<file path="src/rtl/mem_arbiter.sv">
// mem_arbiter
//   Shares one single-ported memory between the instruction-fetch port and the
//   load/store port. Data wins arbitration unless fetch has waited through
//   MAX_STREAK back-to-back data grants. A transaction that sees no mem_ack for
//   TIMEOUT busy cycles is aborted and reported through bus_err.
//
// Ports
//   clk, reset            : clock, synchronous active-high reset
//   if_req/if_addr        : fetch request and address (held until if_ack)
//   if_ack/if_rdata       : fetch completion pulse and instruction word
//   d_req/d_we/d_addr/
//   d_wdata/d_size        : data request (held until d_ack)
//   d_ack/d_rdata         : data completion pulse and load data
//   mem_req/mem_we/mem_addr/
//   mem_wdata/mem_size    : memory-side request, held until mem_ack or abort
//   mem_ack/mem_rdata     : memory completion, read data valid with ack
//   stall_fetch/stall_mem : per-port stall for the control unit
//   bus_err               : pulses with the ack of an aborted transaction
module mem_arbiter #(
  parameter int MAX_STREAK = 4,
  parameter int TIMEOUT    = 16
) (
  input  logic        clk,
  input  logic        reset,
  input  logic        if_req,
  input  logic [31:0] if_addr,
  output logic        if_ack,
  output logic [31:0] if_rdata,
  input  logic        d_req,
  input  logic        d_we,
  input  logic [31:0] d_addr,
  input  logic [31:0] d_wdata,
  input  logic [2:0]  d_size,
  output logic        d_ack,
  output logic [31:0] d_rdata,
  output logic        mem_req,
  output logic        mem_we,
  output logic [31:0] mem_addr,
  output logic [31:0] mem_wdata,
  output logic [2:0]  mem_size,
  input  logic        mem_ack,
  input  logic [31:0] mem_rdata,
  output logic        stall_fetch,
  output logic        stall_mem,
  output logic        bus_err
);

  typedef enum logic [1:0] {IDLE, BUSY_IF, BUSY_D} state_t;

  localparam int              TW         = $clog2(TIMEOUT + 1);
  localparam logic [TW-1:0]   TCNT_LAST  = TW'(TIMEOUT - 1);
  localparam logic [2:0]      STREAK_LIM = 3'(MAX_STREAK);
  localparam logic [31:0]     NOP_INSN   = 32'h0000_0013;

  state_t        state_q, state_d;
  logic          mem_req_q, mem_req_d;
  logic          mem_we_q, mem_we_d;
  logic [31:0]   mem_addr_q, mem_addr_d;
  logic [31:0]   mem_wdata_q, mem_wdata_d;
  logic [2:0]    mem_size_q, mem_size_d;
  logic          if_ack_q, if_ack_d;
  logic          d_ack_q, d_ack_d;
  logic          bus_err_q, bus_err_d;
  logic [31:0]   if_rdata_q, if_rdata_d;
  logic [31:0]   d_rdata_q, d_rdata_d;
  logic [2:0]    streak_q, streak_d;
  logic [TW-1:0] tcnt_q, tcnt_d;

  logic          if_elig, d_elig;
  logic          grant_if, grant_d;
  logic          finish;
  logic [31:0]   rdata_sel;

  // A port acked this cycle still holds its request; masking it stops the
  // same request from being granted twice.
  assign if_elig = if_req & ~if_ack_q;
  assign d_elig  = d_req & ~d_ack_q;

  always_comb begin
    state_d     = state_q;
    mem_req_d   = mem_req_q;
    mem_we_d    = mem_we_q;
    mem_addr_d  = mem_addr_q;
    mem_wdata_d = mem_wdata_q;
    mem_size_d  = mem_size_q;
    if_ack_d    = 1'b0;
    d_ack_d     = 1'b0;
    bus_err_d   = 1'b0;
    if_rdata_d  = if_rdata_q;
    d_rdata_d   = d_rdata_q;
    streak_d    = streak_q;
    tcnt_d      = tcnt_q;
    grant_if    = 1'b0;
    grant_d     = 1'b0;
    finish      = 1'b0;
    rdata_sel   = 32'h0;

    case (state_q)
      IDLE: begin
        if (d_elig && (!if_elig || (streak_q < STREAK_LIM))) begin
          grant_d = 1'b1;
        end else if (if_elig) begin
          grant_if = 1'b1;
        end

        if (grant_d) begin
          state_d     = BUSY_D;
          mem_req_d   = 1'b1;
          mem_we_d    = d_we;
          mem_addr_d  = d_addr;
          mem_wdata_d = d_wdata;
          mem_size_d  = d_size;
          tcnt_d      = '0;
        end else if (grant_if) begin
          state_d     = BUSY_IF;
          mem_req_d   = 1'b1;
          mem_we_d    = 1'b0;
          mem_addr_d  = if_addr;
          mem_wdata_d = 32'h0;
          mem_size_d  = 3'b010;
          tcnt_d      = '0;
        end

        // Streak only measures data grants taken while fetch is waiting.
        if (!if_req || grant_if) begin
          streak_d = 3'd0;
        end else if (grant_d && (streak_q != 3'd7)) begin
          streak_d = streak_q + 3'd1;
        end
      end

      BUSY_IF, BUSY_D: begin
        // An ack in the expiry cycle still counts as a normal completion.
        if (mem_ack) begin
          finish    = 1'b1;
          rdata_sel = mem_rdata;
        end else if (tcnt_q == TCNT_LAST) begin
          finish    = 1'b1;
          bus_err_d = 1'b1;
          rdata_sel = (state_q == BUSY_IF) ? NOP_INSN : 32'h0;
        end else begin
          tcnt_d = tcnt_q + 1'b1;
        end

        if (finish) begin
          state_d   = IDLE;
          mem_req_d = 1'b0;
          tcnt_d    = '0;
          if (state_q == BUSY_IF) begin
            if_ack_d   = 1'b1;
            if_rdata_d = rdata_sel;
          end else begin
            d_ack_d   = 1'b1;
            d_rdata_d = rdata_sel;
          end
        end
      end

      default: begin
        state_d   = IDLE;
        mem_req_d = 1'b0;
      end
    endcase
  end

  always_ff @(posedge clk) begin
    if (reset) begin
      state_q     <= IDLE;
      mem_req_q   <= 1'b0;
      mem_we_q    <= 1'b0;
      mem_addr_q  <= 32'h0;
      mem_wdata_q <= 32'h0;
      mem_size_q  <= 3'b000;
      if_ack_q    <= 1'b0;
      d_ack_q     <= 1'b0;
      bus_err_q   <= 1'b0;
      if_rdata_q  <= 32'h0;
      d_rdata_q   <= 32'h0;
      streak_q    <= 3'd0;
      tcnt_q      <= '0;
    end else begin
      state_q     <= state_d;
      mem_req_q   <= mem_req_d;
      mem_we_q    <= mem_we_d;
      mem_addr_q  <= mem_addr_d;
      mem_wdata_q <= mem_wdata_d;
      mem_size_q  <= mem_size_d;
      if_ack_q    <= if_ack_d;
      d_ack_q     <= d_ack_d;
      bus_err_q   <= bus_err_d;
      if_rdata_q  <= if_rdata_d;
      d_rdata_q   <= d_rdata_d;
      streak_q    <= streak_d;
      tcnt_q      <= tcnt_d;
    end
  end

  assign mem_req     = mem_req_q;
  assign mem_we      = mem_we_q;
  assign mem_addr    = mem_addr_q;
  assign mem_wdata   = mem_wdata_q;
  assign mem_size    = mem_size_q;
  assign if_ack      = if_ack_q;
  assign d_ack       = d_ack_q;
  assign bus_err     = bus_err_q;
  assign if_rdata    = if_rdata_q;
  assign d_rdata     = d_rdata_q;
  assign stall_fetch = if_req & ~if_ack_q;
  assign stall_mem   = d_req & ~d_ack_q;

endmodule
</file>
<file path="config.mk">
export PLATFORM = sky130hd
export DESIGN_NAME = mem_arbiter
export DESIGN_NICKNAME = d
export VERILOG_FILES = /design/src/rtl/mem_arbiter.sv
export SDC_FILE = /design/constraint.sdc
export NUM_CORES = 1
export LEC_CHECK = 0
export BUFFER_PORTS_ARGS = -buffer_cell sky130_fd_sc_hd__buf_2
export CAP_MARGIN = 30
export CORE_ASPECT_RATIO = 1.5
export CORE_UTILIZATION = 45
export DETAILED_ROUTE_END_ITERATION = 6
export PLACE_DENSITY_LB_ADDON = 0.15
export SYNTH_ARGS = -nofsm -noshare
export SYNTH_HDL_FRONTEND = slang
export SYNTH_SLANG_ARGS = --single-unit
</file>
<file path="constraint.sdc">
create_clock -name clk -period 2.51 [get_ports clk]
set_input_delay 0.1255 -clock clk [delete_from_list [all_inputs] [get_ports clk]]
set_output_delay 0.1255 -clock clk [all_outputs]
set_load 0.01 [all_outputs]
</file>
==> results of run 1 <==
## registers in the layout (all words and copies together) (netlist names)
register	flops
bus_err	1
mem_addr	32
if_ack	1
mem_req	1
mem_wdata	32
d_ack	1
mem_we	1
tcnt_q	5
state_q	2
if_rdata	32
d_rdata	32
streak_q	3
mem_size	3
## worst min-delay path by stage
stage,startpoint,endpoint,cells past startpoint
6_report,mem_rdata[0],d_rdata[0],3
3_3_place_gp,d_wdata[6],mem_wdata[6],3
4_1_cts,mem_rdata[0],d_rdata[0],3
2_1_floorplan,mem_ack,bus_err,1
3_5_place_dp,d_wdata[11],mem_wdata[11],3
5_1_grt,mem_rdata[1],if_rdata[1],2
## layer usage
metal  part of all wire  track usage  up-vias
met5                  0            0        -
met4              0.034        0.131        0
met3              0.058       0.0654       47
met2               0.52        0.505      273
met1               0.38        0.298     2779
li1                   -            -     2869
## cell usage after synthesis (all sizes together)
| master | number |
|---|---|
| a21boi | 2 |
| a21oi | 4 |
| a22o | 1 |
| a22oi | 96 |
| a31oi | 33 |
| a32o | 3 |
| and2 | 2 |
| and3 | 4 |
| and3b | 1 |
| buf | 26 |
| clkbuf | 24 |
| dfxtp | 146 |
| ha | 6 |
| inv | 7 |
| mux2i | 2 |
| nand2 | 68 |
| nand2b | 3 |
| nand3 | 5 |
| nand3b | 1 |
| nor2 | 107 |
| nor2b | 2 |
| nor3 | 1 |
| nor3b | 2 |
| nor4 | 1 |
| nor4bb | 1 |
| o211ai | 1 |
| o21a | 2 |
| o21ai | 41 |
| o221a | 3 |
| or3b | 1 |
## layout make-up
| cell class | count | area share |
|---|---|---|
| Multi-Input combinational cell | 393 | 0.255 |
| Tap cell | 150 | 0.0217 |
| Clock buffer | 20 | 0.0515 |
| Sequential cell | 146 | 0.337 |
| Clock inverter | 12 | 0.0152 |
| Timing Repair Buffer | 410 | 0.316 |
| Inverter | 7 | 0.00303 |
## through the flow
stage / power (mW) / util / hold slack (ns) / setup WS [ns]
floorplan: 3.30 / - / 0.201 / 0.685
global placement: 3.70 / 0.589 / 0.359 / 0.614
detailed placement: 3.74 / 0.590 / 0.371 / 0.450
CTS: 6.42 / 0.748 / 0.00194 / 0.325
global route: 6.68 / 0.748 / 0.0178 / 0.0500
finish: 6.41 / 0.748 / 0.0160 / 0.209
## cells by family (layout without fill, tap and decap cells)
group           count (synthesis)  count (layout)
compound gates                186             186
fa+ha+maj                       6               6
buf+inv                        57             449
flops                         146             146
mux                             2               2
simple gates                  199             199
## timing repair
action,CTS,global route
setup endpoints to repair,0,0
hold endpoints to repair,110,0
hold buffers,125,0
## worst max-delay path: stages (launching register included)
cell           delay (ns)
dfxtp_1              0.30
inv_1                0.07
ha_1                 0.34
a21boi_4             0.32
buf_12               0.27
o21ai_0              0.11
a31oi_1              0.21
dlygate4sd3_1        0.60
## power by group through the flow
stage	Clock [mW]	Sequential, mW	Combinational, mW
floorplan	0	2.75	0.548
CTS	2.51	2.61	1.30
detailed placement	0	2.66	1.08
global placement	0	2.65	1.05
global route	2.59	2.64	1.45
finish	2.46	2.62	1.33
==> flow_metrics.env, run 1 <==
export IMPL_status="finished clean"
export IMPL_startpoint_type="flip-flop"
export IMPL_synthAdderAreaFrac=0.0140
export IMPL_drv_cap=0
export IMPL_reg2reg_to="mem_addr[11]"
export IMPL_synth_xor_area_share=0
export IMPL_synth_top_area_share=0.543
export IMPL_initial_core_util=0.464
export IMPL_syn_cell_area_sq_um=5380
export IMPL_avgSynthCellArea_sq_um=9.03
export IMPL_gp_congestion=0.794
export IMPL_finalCritPeriodShare=0.917
export IMPL_regArea_sq_um=2920
export IMPL_sequentialPowerShare=0.409
export IMPL_synthMuxAreaShare=0.00372
export IMPL_post_cts_buffers=0
export IMPL_synth_largest_area_cell="dfxtp_1"
export IMPL_synthCells=596
export IMPL_tightest_slew_ns=0.614
export IMPL_p_int_mw=4.64
export IMPL_vias_per_cell=5.24
export IMPL_final_common_cell="buf_2"
export IMPL_root_buffer="clkbuf_16"
export IMPL_critPathArrivalTime_ns=2.65
export IMPL_slew_limit_headroom=0.590
export IMPL_ys_seq_area_frac=0.543
export IMPL_dieArea_sq_um=12400
export IMPL_nFillCells=841
export IMPL_post_cts_resized=0
export IMPL_critPathLaunch="state_q[1]"
export IMPL_antenna_found_initial=0
export IMPL_grt_overflow=0
export IMPL_netSwitchingFraction=0.276
export IMPL_crit_end="mem_addr[11]"
export IMPL_io_buffers=274
export IMPL_report_final_slew_viol_count=0
export IMPL_clock_skew_ns=0.00998
export IMPL_dpl_cell_count=981
export IMPL_power_switching_mw=1.77
export IMPL_ys_top_cells_by_area="dfxtp_1 (54%), a22oi_1 (13%), nor2_1 (7.3%)"
export IMPL_route_vias_total=5968
export IMPL_first_pass_iters=5
export IMPL_wire_per_inst_um=15.5
export IMPL_end_kind="flip-flop"
export IMPL_cts_made_buffers=17
export IMPL_hpwlAfterDp_um=10400
export IMPL_first_global_vias=5792
export IMPL_placed_area_sq_um=6840
export IMPL_core_sq_um=11600
export IMPL_final_cell_mix="buf_2 (273), dfxtp_1 (146), dlygate4sd3_1 (125)"
export IMPL_hold_class="primary input to flip-flop"
export IMPL_fmax_mhz=435
export IMPL_antenna_cells=0
export IMPL_setup_violations=0
export IMPL_final_nets=1118
export IMPL_drt_wl_total_um=17700
export IMPL_cts_buffer_depth=2
export IMPL_area_growth_pct=61.0
export IMPL_die_x_um=91.3
export IMPL_vdd_drop_max_mv=0.512
export IMPL_crit_fanout=65
export IMPL_rr_startpoint="state_q[1]"
export IMPL_layout_drive_gt1_share=0.331
export IMPL_grt_max_degree=66
export IMPL_finalSetupTns_ns=0
export IMPL_ant_nets=0
export IMPL_synth_compound_area_frac=0.238
export IMPL_io_pins=275
export IMPL_grt_pass1_wl_um=27300
export IMPL_cts_sinks=146
export IMPL_synth_top_family_by_area="compound AO/OA/AOI/OAI gates"
export IMPL_ys_types=38
export IMPL_drt_iter0_drc=307
export IMPL_synth_simple_area_share=0.152
export IMPL_rrSetupSlack_ns=0.21
export IMPL_hold_viol_final=0
export IMPL_multiInputGateArea_sq_um=2210
export IMPL_path_clk_slew_ns=0.06
export IMPL_track_usage=0.276
export IMPL_h_tree_depth=4
export IMPL_clk_latency_ns=0.41
export IMPL_yosysWarnings=0
export IMPL_rows=48
export IMPL_cts_tree="done"
export IMPL_p_leak_nw=4.14
export IMPL_period_minus_slack_ns=2.30
export IMPL_synth_nets=739
export IMPL_final_area_sq_um=8670
export IMPL_power_density_nw_per_um2=740
export IMPL_clkPwrFrac=0.384
export IMPL_critPathKind="flip-flop to flip-flop"
export IMPL_die_y_um=136
export IMPL_comb_power_share=0.208
export IMPL_rsz0062_at_grt="false"
export IMPL_fin_cells=1138
export IMPL_synth_seq_cells=146
export IMPL_drc=0
export IMPL_worstPathRequired_ns=2.86
export IMPL_reg2reg_depth=7
Note: power is estimated with default switching activity, not from simulation.
==> inputs of run 2 (changes only) <==
PLACE_DENSITY_LB_ADDON = 0.12   (was 0.15)
clock period = 2.9 ns   (was 2.51 ns; I/O delays follow)
==> run 2 against run 1 <==
  * Register-to-register slack gained 0.21 ns
  * Wire length fell by 4.0%
  * Cell count decreased by 1.8%
  * First-iteration DRC count fell by 0.33%
  * Sequential share of layout area grew 0.53 points
  * Worst setup slack better by 0.21 ns
  * Clock skew increased by 0.0056 ns
  * Critical endpoint is now mem_addr[12]
  * Largest cell class unchanged
==> flow_metrics.env, run 2 (synthesized netlist as in run 1, its figures left out) <==
export IMPL_status="finished clean"
export IMPL_wire_per_inst_um=15.2
export IMPL_cp_slowest_stage_delay_ns=0.57
export IMPL_layout_drive_gt1_share=0.338
export IMPL_slowest_stage="dlygate4sd3_1"
export IMPL_drc=0
export IMPL_vias_per_cell=5.29
export IMPL_report_final_slew_viol_count=0
export IMPL_antenna_cells=0
export IMPL_first_pass_iters=5
export IMPL_die_y_um=136
export IMPL_nFillCells=838
export IMPL_dieArea_sq_um=12400
export IMPL_vdd_drop_max_mv=0.448
export IMPL_gp_congestion=0.766
export IMPL_startpoint_type="flip-flop"
export IMPL_cts_tree="done"
export IMPL_h_tree_depth=4
export IMPL_grt_max_degree=69
export IMPL_sequentialPowerShare=0.395
export IMPL_io_pins=275
export IMPL_drt_iter0_drc=306
export IMPL_slew_limit_headroom=0.579
export IMPL_path_depth=7
export IMPL_rows=48
export IMPL_tightest_slew_ns=0.630
export IMPL_critPathArrivalTime_ns=2.83
export IMPL_power_switching_mw=1.50
export IMPL_critPathKind="flip-flop to flip-flop"
export IMPL_hpwlAfterDp_um=10300
export IMPL_p_leak_nw=4.08
export IMPL_finalCritPeriodShare=0.856
export IMPL_end_kind="flip-flop"
export IMPL_p_int_mw=4.24
export IMPL_cts_buffer_depth=2
export IMPL_reg2reg_depth=7
export IMPL_track_usage=0.266
export IMPL_setup_slack_ns=0.418
export IMPL_grt_pass1_wl_um=26700
export IMPL_power_density_nw_per_um2=673
export IMPL_ant_nets=0
export IMPL_holdWs_ns=0.00107
export IMPL_drv_cap=0
export IMPL_clock_skew_ns=0.0156
export IMPL_worstPathRequired_ns=3.25
export IMPL_regArea_sq_um=2920
export IMPL_area_growth_pct=58.5
export IMPL_rsz0062_at_grt="false"
export IMPL_comb_power_share=0.191
export IMPL_grt_overflow=0
export IMPL_route_vias_total=5908
export IMPL_first_global_vias=5741
export IMPL_cts_sinks=146
export IMPL_setup_violations=0
export IMPL_post_place_ws_ns=0.844
export IMPL_netSwitchingFraction=0.262
export IMPL_power_mw=5.74
export IMPL_final_nets=1098
export IMPL_path_clk_slew_ns=0.06
export IMPL_io_buffers=274
export IMPL_core_sq_um=11600
export IMPL_drt_wl_total_um=17000
export IMPL_crit_fanout=68
export IMPL_root_buffer="clkbuf_16"
export IMPL_whs_path_depth=3
export IMPL_hold_class="primary input to flip-flop"
export IMPL_clkPwrFrac=0.414
export IMPL_critPathBufInv=3
export IMPL_final_cell_mix="buf_2 (273), dfxtp_1 (146), nor2_1 (105), dlygate4sd3_1 (105), a22oi_1 (96)"
export IMPL_cts_made_buffers=17
export IMPL_cp_top_family="buffers and inverters"
export IMPL_final_common_cell="buf_2"
export IMPL_antenna_found_initial=0
export IMPL_clk_latency_ns=0.41
export IMPL_hold_viol_final=0
export IMPL_crit_chain="inv_1 -> ha_1 -> a21boi_4 -> buf_4 -> o21ai_0 -> a31oi_1 -> dlygate4sd3_1"
export IMPL_fmax_mhz=403
export IMPL_die_x_um=91.3
export IMPL_finalSetupTns_ns=0
export IMPL_initial_core_util=0.464
export IMPL_period_minus_slack_ns=2.48
export IMPL_multiInputGateArea_sq_um=2210
[run 2: what timing repair did]
item,4_1_cts,5_1_grt
hold buffers,102,3
endpoints found under the hold margin,82,3
resized for setup,0,0
buffers inserted,0,0
[run 2: worst reg2reg max path, stage by stage (launching register included)]
cell	delay, ns
dfxtp_1	0.32
inv_1	0.06
ha_1	0.34
a21boi_4	0.23
buf_4	0.49
o21ai_0	0.23
a31oi_1	0.20
dlygate4sd3_1	0.57
[run 2: per-layer routing]
metal  wire length (um)  up-vias  global-route usage
met5                  0        -                   0
met3                993       41              0.0671
met1               6670     2785               0.299
met2               8840      250               0.473
li1                   -     2832                   -
met4                489        0               0.122
[run 2: cell type report]
type,instances,share of cell area
Clock buffer,19,0.0519
Clock inverter,12,0.0241
Inverter,7,0.00308
Multi-Input combinational cell,393,0.259
Sequential cell,146,0.343
Tap cell,150,0.0220
Timing Repair Buffer,390,0.297
[run 2: power by group through the flow]
stage                     logic [mW]  registers, mW  clock network [mW]
after global placement         0.893           2.30                   0
final                           1.10           2.27                2.38
after detailed placement       0.922           2.30                   0
after CTS                       1.08           2.26                2.42
after floorplan                0.474           2.38                   0
after global routing            1.20           2.29                2.51
[run 2: through the flow]
stage | utilization | instance area (sq um) | instances
6_report | 0.736 | 8530 | 1117
5_1_grt | 0.736 | 8530 | 1117
4_1_cts | 0.733 | 8500 | 1114
3_5_place_dp | 0.589 | 6830 | 981
3_3_place_gp | 0.586 | 6790 | 979
2_1_floorplan | - | 5380 | 596
[run 2: path summary, 6_finish.rpt]
check	start	endpoint	slack [ns]
worst max-delay path	state_q[0]	mem_addr[12]	0.42
worst min-delay path	d_wdata[19]	mem_wdata[19]	0.001
worst max register to register	state_q[0]	mem_addr[12]	0.42
worst min register to register	mem_req	mem_req	0.48
==> inputs of run 3 (changes only) <==
PLACE_DENSITY = 0.79   (was unset)
PLACE_DENSITY_LB_ADDON = unset   (was 0.12)
SKIP_CTS_REPAIR_TIMING = 1   (was unset)
SKIP_LAST_GASP = 1   (was unset)
==> run 3 against run 2 <==
  * Sequential cell count is the same
  * Count of clock-buffer cells in the layout grew 2
  * Critical path type unchanged
  * The run now ends with hold timing left
  * Global-route usage shrank 2.6 points
  * Register-to-register slack gained 0.06 ns
  * Largest power group unchanged
  * Power shrank 3.6%
==> flow_metrics.env, run 3 (synthesized netlist as in run 1, its figures left out) <==
export IMPL_status="finished, violations left"
export IMPL_failed_checks="hold timing"
export IMPL_vdd_drop_max_mv=0.432
export IMPL_fin_cells=1049
export IMPL_crit_chain="inv_1 -> ha_1 -> a21boi_4 -> buf_4 -> o21ai_0 -> a31oi_1 -> dlygate4sd3_1"
export IMPL_sequentialPowerShare=0.410
export IMPL_p_leak_nw=3.75
export IMPL_grt_overflow=0
export IMPL_cts_buffer_depth=2
export IMPL_io_buffers=274
export IMPL_root_buffer="clkbuf_16"
export IMPL_drv_cap=0
export IMPL_hold_viol_final=14
export IMPL_grt_max_degree=66
export IMPL_report_final_slew_viol_count=0
export IMPL_cts_sinks=146
export IMPL_first_pass_iters=5
export IMPL_end_kind="flip-flop"
export IMPL_period_minus_slack_ns=2.42
export IMPL_path_clk_slew_ns=0.06
export IMPL_layout_drive_gt1_share=0.364
export IMPL_drt_wl_total_um=16300
export IMPL_critPathKind="flip-flop to flip-flop"
export IMPL_drt_iter0_drc=307
export IMPL_h_tree_depth=4
export IMPL_startpoint_type="flip-flop"
export IMPL_gp_congestion=0.789
export IMPL_holdWs_ns=-0.0229
export IMPL_rows=48
export IMPL_core_sq_um=11600
export IMPL_die_x_um=91.3
export IMPL_comb_power_share=0.178
export IMPL_finalCritPeriodShare=0.835
export IMPL_tightest_slew_ns=0.798
export IMPL_hpwlAfterDp_um=10700
export IMPL_cts_tree="done"
export IMPL_first_global_vias=5031
export IMPL_power_switching_mw=1.46
export IMPL_p_int_mw=4.07
export IMPL_clkPwrFrac=0.413
export IMPL_critPathArrivalTime_ns=2.77
export IMPL_dieArea_sq_um=12400
export IMPL_antenna_found_initial=0
export IMPL_cp_slowest_stage_delay_ns=0.58
export IMPL_worstPathRequired_ns=3.24
export IMPL_fmax_mhz=413
export IMPL_dpl_cell_count=983
export IMPL_route_vias_total=5546
export IMPL_hold_class="primary input to flip-flop"
export IMPL_slew_limit_headroom=0.467
export IMPL_area_growth_pct=44.9
export IMPL_initial_core_util=0.464
export IMPL_die_y_um=136
export IMPL_ant_nets=0
export IMPL_finalSetupTns_ns=0
export IMPL_crit_fanout=65
export IMPL_rsz0062_at_grt="false"
export IMPL_clock_skew_ns=0.0119
export IMPL_wire_per_inst_um=15.5
export IMPL_cts_made_buffers=17
export IMPL_track_usage=0.241
export IMPL_grt_pass1_wl_um=23700
export IMPL_drc=0
export IMPL_clk_latency_ns=0.41
export IMPL_netSwitchingFraction=0.264
export IMPL_final_common_cell="buf_2"
export IMPL_final_area_sq_um=7790
export IMPL_vias_per_cell=5.29
export IMPL_final_cell_mix="buf_2 (273), dfxtp_1 (146), nor2_1 (105)"
export IMPL_final_nets=1031
export IMPL_placed_area_sq_um=6820
export IMPL_antenna_cells=0
export IMPL_io_pins=275
export IMPL_setup_violations=0
export IMPL_power_density_nw_per_um2=710
export IMPL_slowest_stage="dlygate4sd3_1"
[run 3: cell type report]
type / instances / area (sq um)
flip-flops and latches: 146 / 2920
repair buffers: 323 / 1830
clock inverters: 9 / 155
well taps: 150 / 188
fillers: 950 / 3800
multi-input cells: 393 / 2210
inverters: 7 / 26.3
clock buffers: 21 / 460
[run 3: power groups by stage]
stage / combinational (mW) / sequential, mW / clock [mW]
after floorplan: 0.474 / 2.38 / 0
final: 0.984 / 2.27 / 2.28
after global placement: 0.913 / 2.30 / 0
after global routing: 1.08 / 2.29 / 2.40
after detailed placement: 0.926 / 2.30 / 0
after CTS: 0.930 / 2.26 / 2.31
[run 3: path summary, 6_finish.rpt]
kind         slack [ns]             to  depth (start not counted)   startpoint
max reg2reg        0.48   mem_addr[28]                          7   state_q[1]
min               -0.02  mem_wdata[19]                          3  d_wdata[19]
max                0.48   mem_addr[28]                          7   state_q[1]
min reg2reg        0.48     state_q[1]                          2   state_q[1]
[run 3: stage by stage]
step	power, mW	setup WS, ns	hold WS [ns]	utilization
after detailed placement	3.23	0.910	0.389	0.588
after floorplan	2.85	1.08	0.221	-
after CTS	5.51	0.899	-0.0337	0.641
after global placement	3.21	0.936	0.378	0.588
final	5.53	0.478	-0.0229	0.672
after global routing	5.76	0.312	0.000560	0.672
[run 3: critical path: cells and delay by family, from the launching register on]
kind                       cells  cell delay [ns]
DFF                            1             0.31
adders and majority gates      1             0.31
buffers and inverters          3             1.14
AOI/OAI and AO/OA              3             0.58
[run 3: layer usage]
metal,track usage,wire (um),vias up
li1,-,-,2692
met1,0.260,6230,2592
met2,0.444,8710,237
met3,0.0643,1010,25
met4,0.0952,333,0
met5,0,0,-
